File: config.mk
export PLATFORM = sky130hd
export DESIGN_NAME = game_state_ctl_flat
export DESIGN_NICKNAME = d
export VERILOG_FILES = /design/src/rtl/game_pkg.sv /design/src/rtl/game_state_ctl_if.sv /design/src/rtl/game_state_ctl_rise_detect.sv /design/src/rtl/game_state_ctl.sv /design/src/flat_wrapper.sv
export SDC_FILE = /design/constraint.sdc
export NUM_CORES = 1
export LEC_CHECK = 0
export ABC_AREA = 1
export BUFFER_PORTS_ARGS = -buffer_cell sky130_fd_sc_hd__buf_2
export CORE_MARGIN = 8
export CORE_UTILIZATION = 40
export CTS_CLUSTER_SIZE = 10
export DETAILED_ROUTE_END_ITERATION = 6
export GPL_ROUTABILITY_DRIVEN = 0
export PLACE_DENSITY = 0.7
export SLEW_MARGIN = 20
export SYNTH_ARGS = -nofsm -noshare
export SYNTH_HDL_FRONTEND = slang
export SYNTH_SLANG_ARGS = --single-unit
File: constraint.sdc
create_clock -name clk -period 3.8 [get_ports clk]
set_clock_uncertainty 0.1 [all_clocks]
set_input_delay 0.57 -clock clk [delete_from_list [all_inputs] [get_ports clk]]
set_output_delay 0.57 -clock clk [all_outputs]
set_load 0.05 [all_outputs]
File: src/rtl/game_pkg.sv
// Shared state codes for the game sequencer, display mux and the game/text generators.
package game_pkg;

  localparam logic [2:0] ST_MENU      = 3'b000;
  localparam logic [2:0] ST_COUNTDOWN = 3'b001;
  localparam logic [2:0] ST_PAUSE     = 3'b010;
  localparam logic [2:0] ST_OVER      = 3'b011;
  localparam logic [2:0] ST_PLAY      = 3'b100;

  typedef enum logic [2:0] {
    S_MENU      = ST_MENU,
    S_COUNTDOWN = ST_COUNTDOWN,
    S_PAUSE     = ST_PAUSE,
    S_OVER      = ST_OVER,
    S_PLAY      = ST_PLAY
  } state_e;

endpackage

File: src/rtl/game_state_ctl_if.sv
// Signal bundle between the game sequencer (slave) and its environment (master).
interface game_state_ctl_if #(
  parameter int CNT_W = 10
);
  // No valid/ready handshake: inputs are levels sampled every clk, outputs are registered
  // levels (game_state, countdown_val) or single-cycle pulses (frame_tick, game_rst).
  logic             vblnk_in;
  logic             start_btn;
  logic             pause_btn;
  logic             game_over;
  logic [2:0]       game_state;
  logic             frame_tick;
  logic             game_rst;
  logic [CNT_W-1:0] countdown_val;

  modport master (
    output vblnk_in, start_btn, pause_btn, game_over,
    input  game_state, frame_tick, game_rst, countdown_val
  );

  modport slave (
    input  vblnk_in, start_btn, pause_btn, game_over,
    output game_state, frame_tick, game_rst, countdown_val
  );

endinterface

File: src/rtl/game_state_ctl_rise_detect.sv
// Rising-edge detector with a registered one-cycle pulse; PREV_RST sets the assumed prior level.
module rise_detect #(
  parameter logic PREV_RST = 1'b0
) (
  input  logic clk,
  input  logic rst,
  input  logic d,
  output logic pulse
);

  logic prev;

  always_ff @(posedge clk or posedge rst) begin
    if (rst) begin
      prev  <= PREV_RST;
      pulse <= 1'b0;
    end else begin
      prev  <= d;
      pulse <= d & ~prev;
    end
  end

endmodule

File: src/rtl/game_state_ctl.sv
// Game-level sequencer: latches button/game_over edges and applies state changes only on
// frame boundaries so the display mux never switches source mid-frame.
module game_state_ctl
  import game_pkg::*;
#(
  parameter int CNT_W            = 10,
  parameter int COUNTDOWN_FRAMES = 180,
  parameter int OVER_FRAMES      = 300
) (
  input  logic clk,
  input  logic rst,
  game_state_ctl_if.slave bus
);

  localparam logic [CNT_W-1:0] CD_LOAD = CNT_W'(COUNTDOWN_FRAMES - 1);
  localparam logic [CNT_W-1:0] OV_LOAD = CNT_W'(OVER_FRAMES - 1);

  logic tick, start_e, pause_e, over_e;
  logic start_p, pause_p, over_p;
  logic eff_start, eff_pause, eff_over;
  state_e           state_q;
  logic [CNT_W-1:0] cnt_q;
  logic             game_rst_q;

  // vblnk prev resets high so a blank already active at reset release is not a frame edge.
  rise_detect #(.PREV_RST(1'b1)) u_vblnk (.clk(clk), .rst(rst), .d(bus.vblnk_in),  .pulse(tick));
  rise_detect #(.PREV_RST(1'b0)) u_start (.clk(clk), .rst(rst), .d(bus.start_btn), .pulse(start_e));
  rise_detect #(.PREV_RST(1'b0)) u_pause (.clk(clk), .rst(rst), .d(bus.pause_btn), .pulse(pause_e));
  rise_detect #(.PREV_RST(1'b0)) u_over  (.clk(clk), .rst(rst), .d(bus.game_over), .pulse(over_e));

  assign eff_start = start_p | start_e;
  assign eff_pause = pause_p | pause_e;
  assign eff_over  = over_p  | over_e;

  always_ff @(posedge clk or posedge rst) begin
    if (rst) begin
      state_q    <= S_MENU;
      cnt_q      <= '0;
      game_rst_q <= 1'b0;
      start_p    <= 1'b0;
      pause_p    <= 1'b0;
      over_p     <= 1'b0;
    end else begin
      game_rst_q <= 1'b0;
      // Flags live for at most one frame: every tick clears them, consumed or not.
      if (tick) begin
        start_p <= 1'b0;
        pause_p <= 1'b0;
        over_p  <= 1'b0;
      end else begin
        if (start_e) start_p <= 1'b1;
        if (pause_e) pause_p <= 1'b1;
        if (over_e)  over_p  <= 1'b1;
      end

      case (state_q)
        S_MENU: begin
          if (tick && eff_start) begin
            state_q    <= S_COUNTDOWN;
            cnt_q      <= CD_LOAD;
            game_rst_q <= 1'b1;
          end
        end
        S_COUNTDOWN: begin
          if (tick) begin
            if (cnt_q == '0) state_q <= S_PLAY;
            else             cnt_q   <= cnt_q - 1'b1;
          end
        end
        S_PLAY: begin
          if (tick) begin
            if (eff_over) begin
              state_q <= S_OVER;
              cnt_q   <= OV_LOAD;
            end else if (eff_pause) begin
              state_q <= S_PAUSE;
            end
          end
        end
        S_PAUSE: begin
          if (tick && (eff_pause || eff_start)) state_q <= S_PLAY;
        end
        S_OVER: begin
          if (tick) begin
            if (cnt_q == '0) state_q <= S_MENU;
            else             cnt_q   <= cnt_q - 1'b1;
          end
        end
        default: begin
          // Corrupted code: recover immediately, without waiting for a frame boundary.
          state_q <= S_MENU;
          cnt_q   <= '0;
        end
      endcase
    end
  end

  assign bus.game_state    = state_q;
  assign bus.frame_tick    = tick;
  assign bus.game_rst      = game_rst_q;
  assign bus.countdown_val = (state_q == S_COUNTDOWN || state_q == S_OVER) ? cnt_q : '0;

endmodule
File: src/flat_wrapper.sv
// flat-port wrapper written by rule: the top's interface ports become plain ports
module game_state_ctl_flat import game_pkg::*;
#(
  parameter int CNT_W            = 10,
  parameter int COUNTDOWN_FRAMES = 180,
  parameter int OVER_FRAMES      = 300
)
  (clk, rst, bus_vblnk_in, bus_start_btn, bus_pause_btn, bus_game_over, bus_game_state, bus_frame_tick, bus_game_rst, bus_countdown_val);
  game_state_ctl_if #(.CNT_W(CNT_W)) bus_i ();
  input  logic clk;
  input  logic rst;
  input wire logic [$bits(bus_i.vblnk_in)-1:0] bus_vblnk_in;
  input wire logic [$bits(bus_i.start_btn)-1:0] bus_start_btn;
  input wire logic [$bits(bus_i.pause_btn)-1:0] bus_pause_btn;
  input wire logic [$bits(bus_i.game_over)-1:0] bus_game_over;
  output wire logic [$bits(bus_i.game_state)-1:0] bus_game_state;
  output wire logic [$bits(bus_i.frame_tick)-1:0] bus_frame_tick;
  output wire logic [$bits(bus_i.game_rst)-1:0] bus_game_rst;
  output wire logic [$bits(bus_i.countdown_val)-1:0] bus_countdown_val;
  assign bus_i.vblnk_in = bus_vblnk_in;
  assign bus_i.start_btn = bus_start_btn;
  assign bus_i.pause_btn = bus_pause_btn;
  assign bus_i.game_over = bus_game_over;
  assign bus_game_state = bus_i.game_state;
  assign bus_frame_tick = bus_i.frame_tick;
  assign bus_game_rst = bus_i.game_rst;
  assign bus_countdown_val = bus_i.countdown_val;
  game_state_ctl #(.CNT_W(CNT_W), .COUNTDOWN_FRAMES(COUNTDOWN_FRAMES), .OVER_FRAMES(OVER_FRAMES)) u_core (.clk(clk), .rst(rst), .bus(bus_i));
endmodule
# After elaboration in Yosys (flattened, before gate mapping)
# Cells that the tools add are included.
[op_classes]
shifts = 0
bitwise = 12
n_mul = 0
n_mux = 25
div_mod_pow = 0
n_addsub = 1
reduce_logical = 12
order_cmp = 0
eq_ne = 15
[op_table]
columns = ["cell", "count"]
rows = [
  ["$mux W10", 6],
  ["$pmux W10 S4", 1],
  ["$mux W3", 9],
  ["$pmux W3 S5", 1],
  ["$ne A2 B1 Y1 const B", 6],
  ["$logic_not A10 Y1", 1],
  ["$sub A10 B1 Y10 const B", 1],
  ["$mux W1", 8],
  ["$ne A2 B2 Y1 const B", 4],
  ["$reduce_and A8 Y1", 1],
  ["$eq A3 B2 Y1 const B", 2],
  ["$reduce_and A6 Y1", 1],
  ["$reduce_bool A2 Y1", 3],
  ["$not A1 Y1", 5],
  ["$and A1 B1 Y1", 4],
  ["$eq A3 B1 Y1 const B", 1],
  ["$eq A3 B3 Y1 const B", 1],
  ["$logic_not A3 Y1", 1],
  ["$ne A3 B1 Y1 const B", 1],
  ["$or A1 B1 Y1", 3],
  ["$logic_and A1 B1 Y1", 2],
  ["$logic_or A1 B1 Y1", 2],
  ["$reduce_or A2 Y1", 1],
]
[word_totals]
elab_cells = 79
latch_bits = 0
register_bits = 25
n_memories = 0
rom_bits = 0
ramBits = 0
input_bits = 6

# Depth between registers and ports, before layout
[depth]
depth_word = 5
depth_mapped = 10
mapped_depth_nobuf = 10

# Cells and area by module
# From an unflattened synthesis, not the netlist that was laid out.
[hier_totals]
hier_cells = 196
area_unflattened_um2 = 1466.4
[by_module_without_submodules]
columns = ["mod", "cells_each", "n_inst", "area_per_inst_um2"]
rows = [
  ["game_state_ctl", 176, 1, 1209.9],
  ["rise_detect (u_core.u_over ...)", 5, 3, 63.8],
  ["rise_detect (u_core.u_vblnk)", 5, 1, 65.1],
]

# Worst setup path after synthesis
# No wires, ideal clock.
[synth_path]
kind = "reg-to-output"
startpoint = "register u_core.state_q[2] (netlist: u_core.bus.game_state[2])"
endpoint = "output port bus_countdown_val[0]"
arrival_time_ns = 1.814
path_slack_ns = 1.316
stages_incl_launch_ff = 6
path_cell_list = "dfrtp_1 > buf_4 > clkinv_2 > nand2_2 > buf_2 > nor2_1"
[synth_via]
elab_chain_len = 3
word_cells_on_any_way = 4
classes_between = "eq/ne: 2; mux: 1; reduce/logical: 1"
[synth_lines]
columns = ["element", "line_no", "text"]
rows = [
  ["from (decl)", "game_state_ctl.sv:21", "state_e state_q;"],
  ["from (signal assigned)", "game_state_ctl.sv:37", "state_q <= S_MENU;"],
  ["from (signal assigned)", "game_state_ctl.sv:59", "state_q <= S_COUNTDOWN;"],
  ["from (signal assigned)", "game_state_ctl.sv:66", "if (cnt_q == '0) state_q <= S_PLAY;"],
  ["$eq A3 B1 Y1 / $eq A3 B2 Y1 (equally long branches)", "game_state_ctl.sv:101", "assign bus.countdown_val = (state_q == S_COUNTDOWN || state_q == S_OVER) ? cnt_q : '0;"],
  ["$logic_or A1 B1 Y1 *", "game_state_ctl.sv:101", ""],
  ["$mux W10 *", "game_state_ctl.sv:101", ""],
  ["to (decl)", "flat_wrapper.sv:19", "output wire logic [$bits(bus_i.countdown_val)-1:0] bus_countdown_val;"],
]
# Mark *: on every way between the ends. The rest lies on a longest branch, timed or not.

# Final worst setup path
[layout_path]
startpoint = "register u_core.state_q[2] (netlist: u_core.bus.game_state[2])"
endpoint = "output port bus_countdown_val[4]"
# Same word-level chain as after synthesis.

==> results.cfg <==
[status]
status = finished clean

[power_and_ir_drop]
powerDensity_nw_per_um2 = 817
p_leak_nw = 0.844
combPwrFrac = 0.592
p_switching_mw = 0.713
total_power_mw = 1.30
clkPwrFrac = 0.092
power_frac_seq = 0.316
peakVddDrop_v = 0.000496
p_sw_frac = 0.546
internal_power_mw = 0.592

[logic_synthesis]
syn_nets = 191
ys_seq_elements = 25
ys_seq_area_frac = 0.441
synth_cells = 184
syn_area_um2 = 1420
yosys-top-cells-area = dfrtp_1 (42%), nand2_1 (13%), nor2_1 (8.7%)
ys_warn_count = 0
synth_top_area_cell = dfrtp_1
yosys.area.top_type_share = 0.423
yosys_most_used_dff = dfrtp_1
synthTopCellsByCount = nand2_1 (51), nor2_1 (33), dfrtp_1 (24)
synth.most_common_cell = nand2_1
synthDistinctLibCells = 30
synth_edf_count = 0
async_flop_share = 1.00
avgSynthCellArea_um2 = 7.72

[min_path]
hold_class = in -> reg
hold_depth = 1

[finish]
final_util = 0.475
antenna_cells = 0
drive_above_1_share = 0.238
area_growth_pct = 12.3
finalNetCount = 214

[place]
dp_slack_ns = 1.85
detailedPlacementHpwl_mm = 2.20
port_buffers = 20

[cts]
clk_path_buf_depth = 2
post_cts_buffers = 0
cts_root_buffer = clkbuf_4
cts_tree = done
cts_resized = 0
cts_buffers = 3
clk_latency_ns = 0.32
cts_max_level = 1
cts_hold_buf = 0
clock_sinks = 25
path_clk_slew_ns = 0.13

[setup_path]
cp_slowest_cell = dfrtp_1
r2r-start = u_core.bus.game_state[2]$_DFFE_PP0P_
cp_max_fo = 16
timing.rr.end = u_core.cnt_q[1]$_DFFE_PP0P_
startpoint = u_core.bus.game_state[2]$_DFFE_PP0P_
critical_path_buf_inv_count = 2
cp.depth = 4
path_delay_family = flip-flops
start_kind = flip-flop
crit_type = reg -> out
worst-r2r-cell-count = 7
max_stage_delay_ns = 0.52
crit_chain = clkinv_2 > nand2_2 > nor2_1 > buf_2
worstPathRequired_ns = 3.13
endpoint = bus_countdown_val[4]
end_kind = output pin
reg2reg_slack_ns = 2.05
critPathArrivalTime_ns = 1.65

[floorplanning]
die_h_um = 75.6
die-area_um2 = 5720
die_w_um = 75.6
boundaryPins = 21
core_area_um2 = 3360
rows = 21
initial_utilization = 0.423

[timing]
slew_viol_final = 0
worst_hold_slack_ns = 0.238
worst_slack_ns = 1.48
rsz0062_at_grt = no
clock.fmax_mhz = 431
fin_crit_ns = 2.32
finalHoldViolCount = 0
tightest_slew_ns = 0.895
fin_crit_sh = 0.610
relSlewSlack = 0.403
finalSetupViolCount = 0
setup_tns_ns = 0

[detailed_routing]
wl_mm = 2.85
drc = 0
vias_per_cell = 4.76
drt_pass1_iterations = 4
drt_iter0_markers = 47
drtAntennaViolNets = 0
dr_total_vias = 1199
routedWlPerCell_um = 11.3

[run]
maxCapViolations = 0

[global_routing]
antenna_found_initial = 0
first_global_vias = 1165
grt_pass1_wl_mm = 4.91
grt_start_max_net_pins = 26
gr-total-overflow = 0
grt.total_usage = 0.112
worst min-delay path by stage:
stage,startpoint,to,slack [ns]
2_1_floorplan,u_core.u_over.prev$_DFF_PP0_,u_core.u_over.pulse$_DFF_PP0_,0.28
3_3_place_gp,u_core.u_pause.prev$_DFF_PP0_,u_core.u_pause.pulse$_DFF_PP0_,0.28
3_5_place_dp,u_core.u_over.prev$_DFF_PP0_,u_core.u_over.pulse$_DFF_PP0_,0.29
4_1_cts,bus_vblnk_in,u_core.u_vblnk.prev$_DFF_PP1_,0.22
5_1_grt,bus_vblnk_in,u_core.u_vblnk.prev$_DFF_PP1_,0.21
6_report,bus_vblnk_in,u_core.u_vblnk.prev$_DFF_PP1_,0.24
metal layers:
| metal | GRT usage | vias to the layer above | part of all wire |
|---|---|---|---|
| met5 | 0 | - | 0 |
| met1 | 0.141 | 551 | 0.47 |
| met2 | 0.181 | 29 | 0.47 |
| li1 | - | 614 | - |
| met3 | 0.0158 | 5 | 0.037 |
| met4 | 0.0576 | 0 | 0.020 |
worst reg2reg max path, cell delays in order, from the launching register on:
cell	delay, ns
dfrtp_1	0.56
clkinv_2	0.12
nand2_2	0.30
inv_2	0.15
nand4_1	0.13
nand2_2	0.15
nand2_1	0.10
nand2_1	0.06
cells by family (layout without fill, tap and decap cells):
group                    count (synthesis)  count (layout)  synth area share
AND/OR/NAND/NOR                        116             116             0.394
buffers and inverters                   28              50            0.0792
flip-flops                              25              25             0.441
AO/OA/AOI/OAI                           12              12            0.0643
XOR/XNOR                                 2               2            0.0123
adder cells (fa/ha/maj)                  1               1           0.00880
final cells by class:
| cell class | count | area [um^2] |
|---|---|---|
| inverters | 26 | 100 |
| multi-input cells | 131 | 682 |
| flip-flops and latches | 25 | 627 |
| clock inverters | 1 | 7.51 |
| fillers | 377 | 1770 |
| clock buffers | 3 | 22.5 |
| repair buffers | 20 | 100 |
| well taps | 46 | 57.6 |
cell usage in the layout (no fill, tap or decap), types with 3 or more instances in the layout:
master,n
inv_1,21
inv_2,3
dfrtp_1,24
nand2_2,6
clkbuf_4,3
buf_2,20
o21ai_0,4
nand3_1,10
nand2_1,51
nor2_1,33
nand4_1,5
power by group through the flow:
stage | logic, mW | registers [mW] | clock network (mW)
CTS | 0.776 | 0.412 | 0.127
global route | 0.862 | 0.426 | 0.133
floorplan | 0.598 | 0.441 | 0
detailed placement | 0.772 | 0.419 | 0
finish | 0.772 | 0.412 | 0.120
global placement | 0.765 | 0.415 | 0
registers in the layout, indices dropped and copies added (netlist names):
name and cells:
u_core.bus.game_rst 1, u_core.bus.game_state 3, u_core.cnt_q 10, u_core.over_p 1, u_core.pause_p 1, u_core.start_p 1
u_core.u_over.prev 1, u_core.u_over.pulse 1, u_core.u_pause.prev 1, u_core.u_pause.pulse 1, u_core.u_start.prev 1, u_core.u_start.pulse 1
u_core.u_vblnk.prev 1, u_core.u_vblnk.pulse 1
stage by stage:
stage	instances	cell area, um^2
6_report	252	1600
5_1_grt	252	1600
4_1_cts	252	1600
3_5_place_dp	248	1570
3_3_place_gp	248	1570
2_1_floorplan	184	1420
Note: power is estimated with default switching activity, not from simulation.
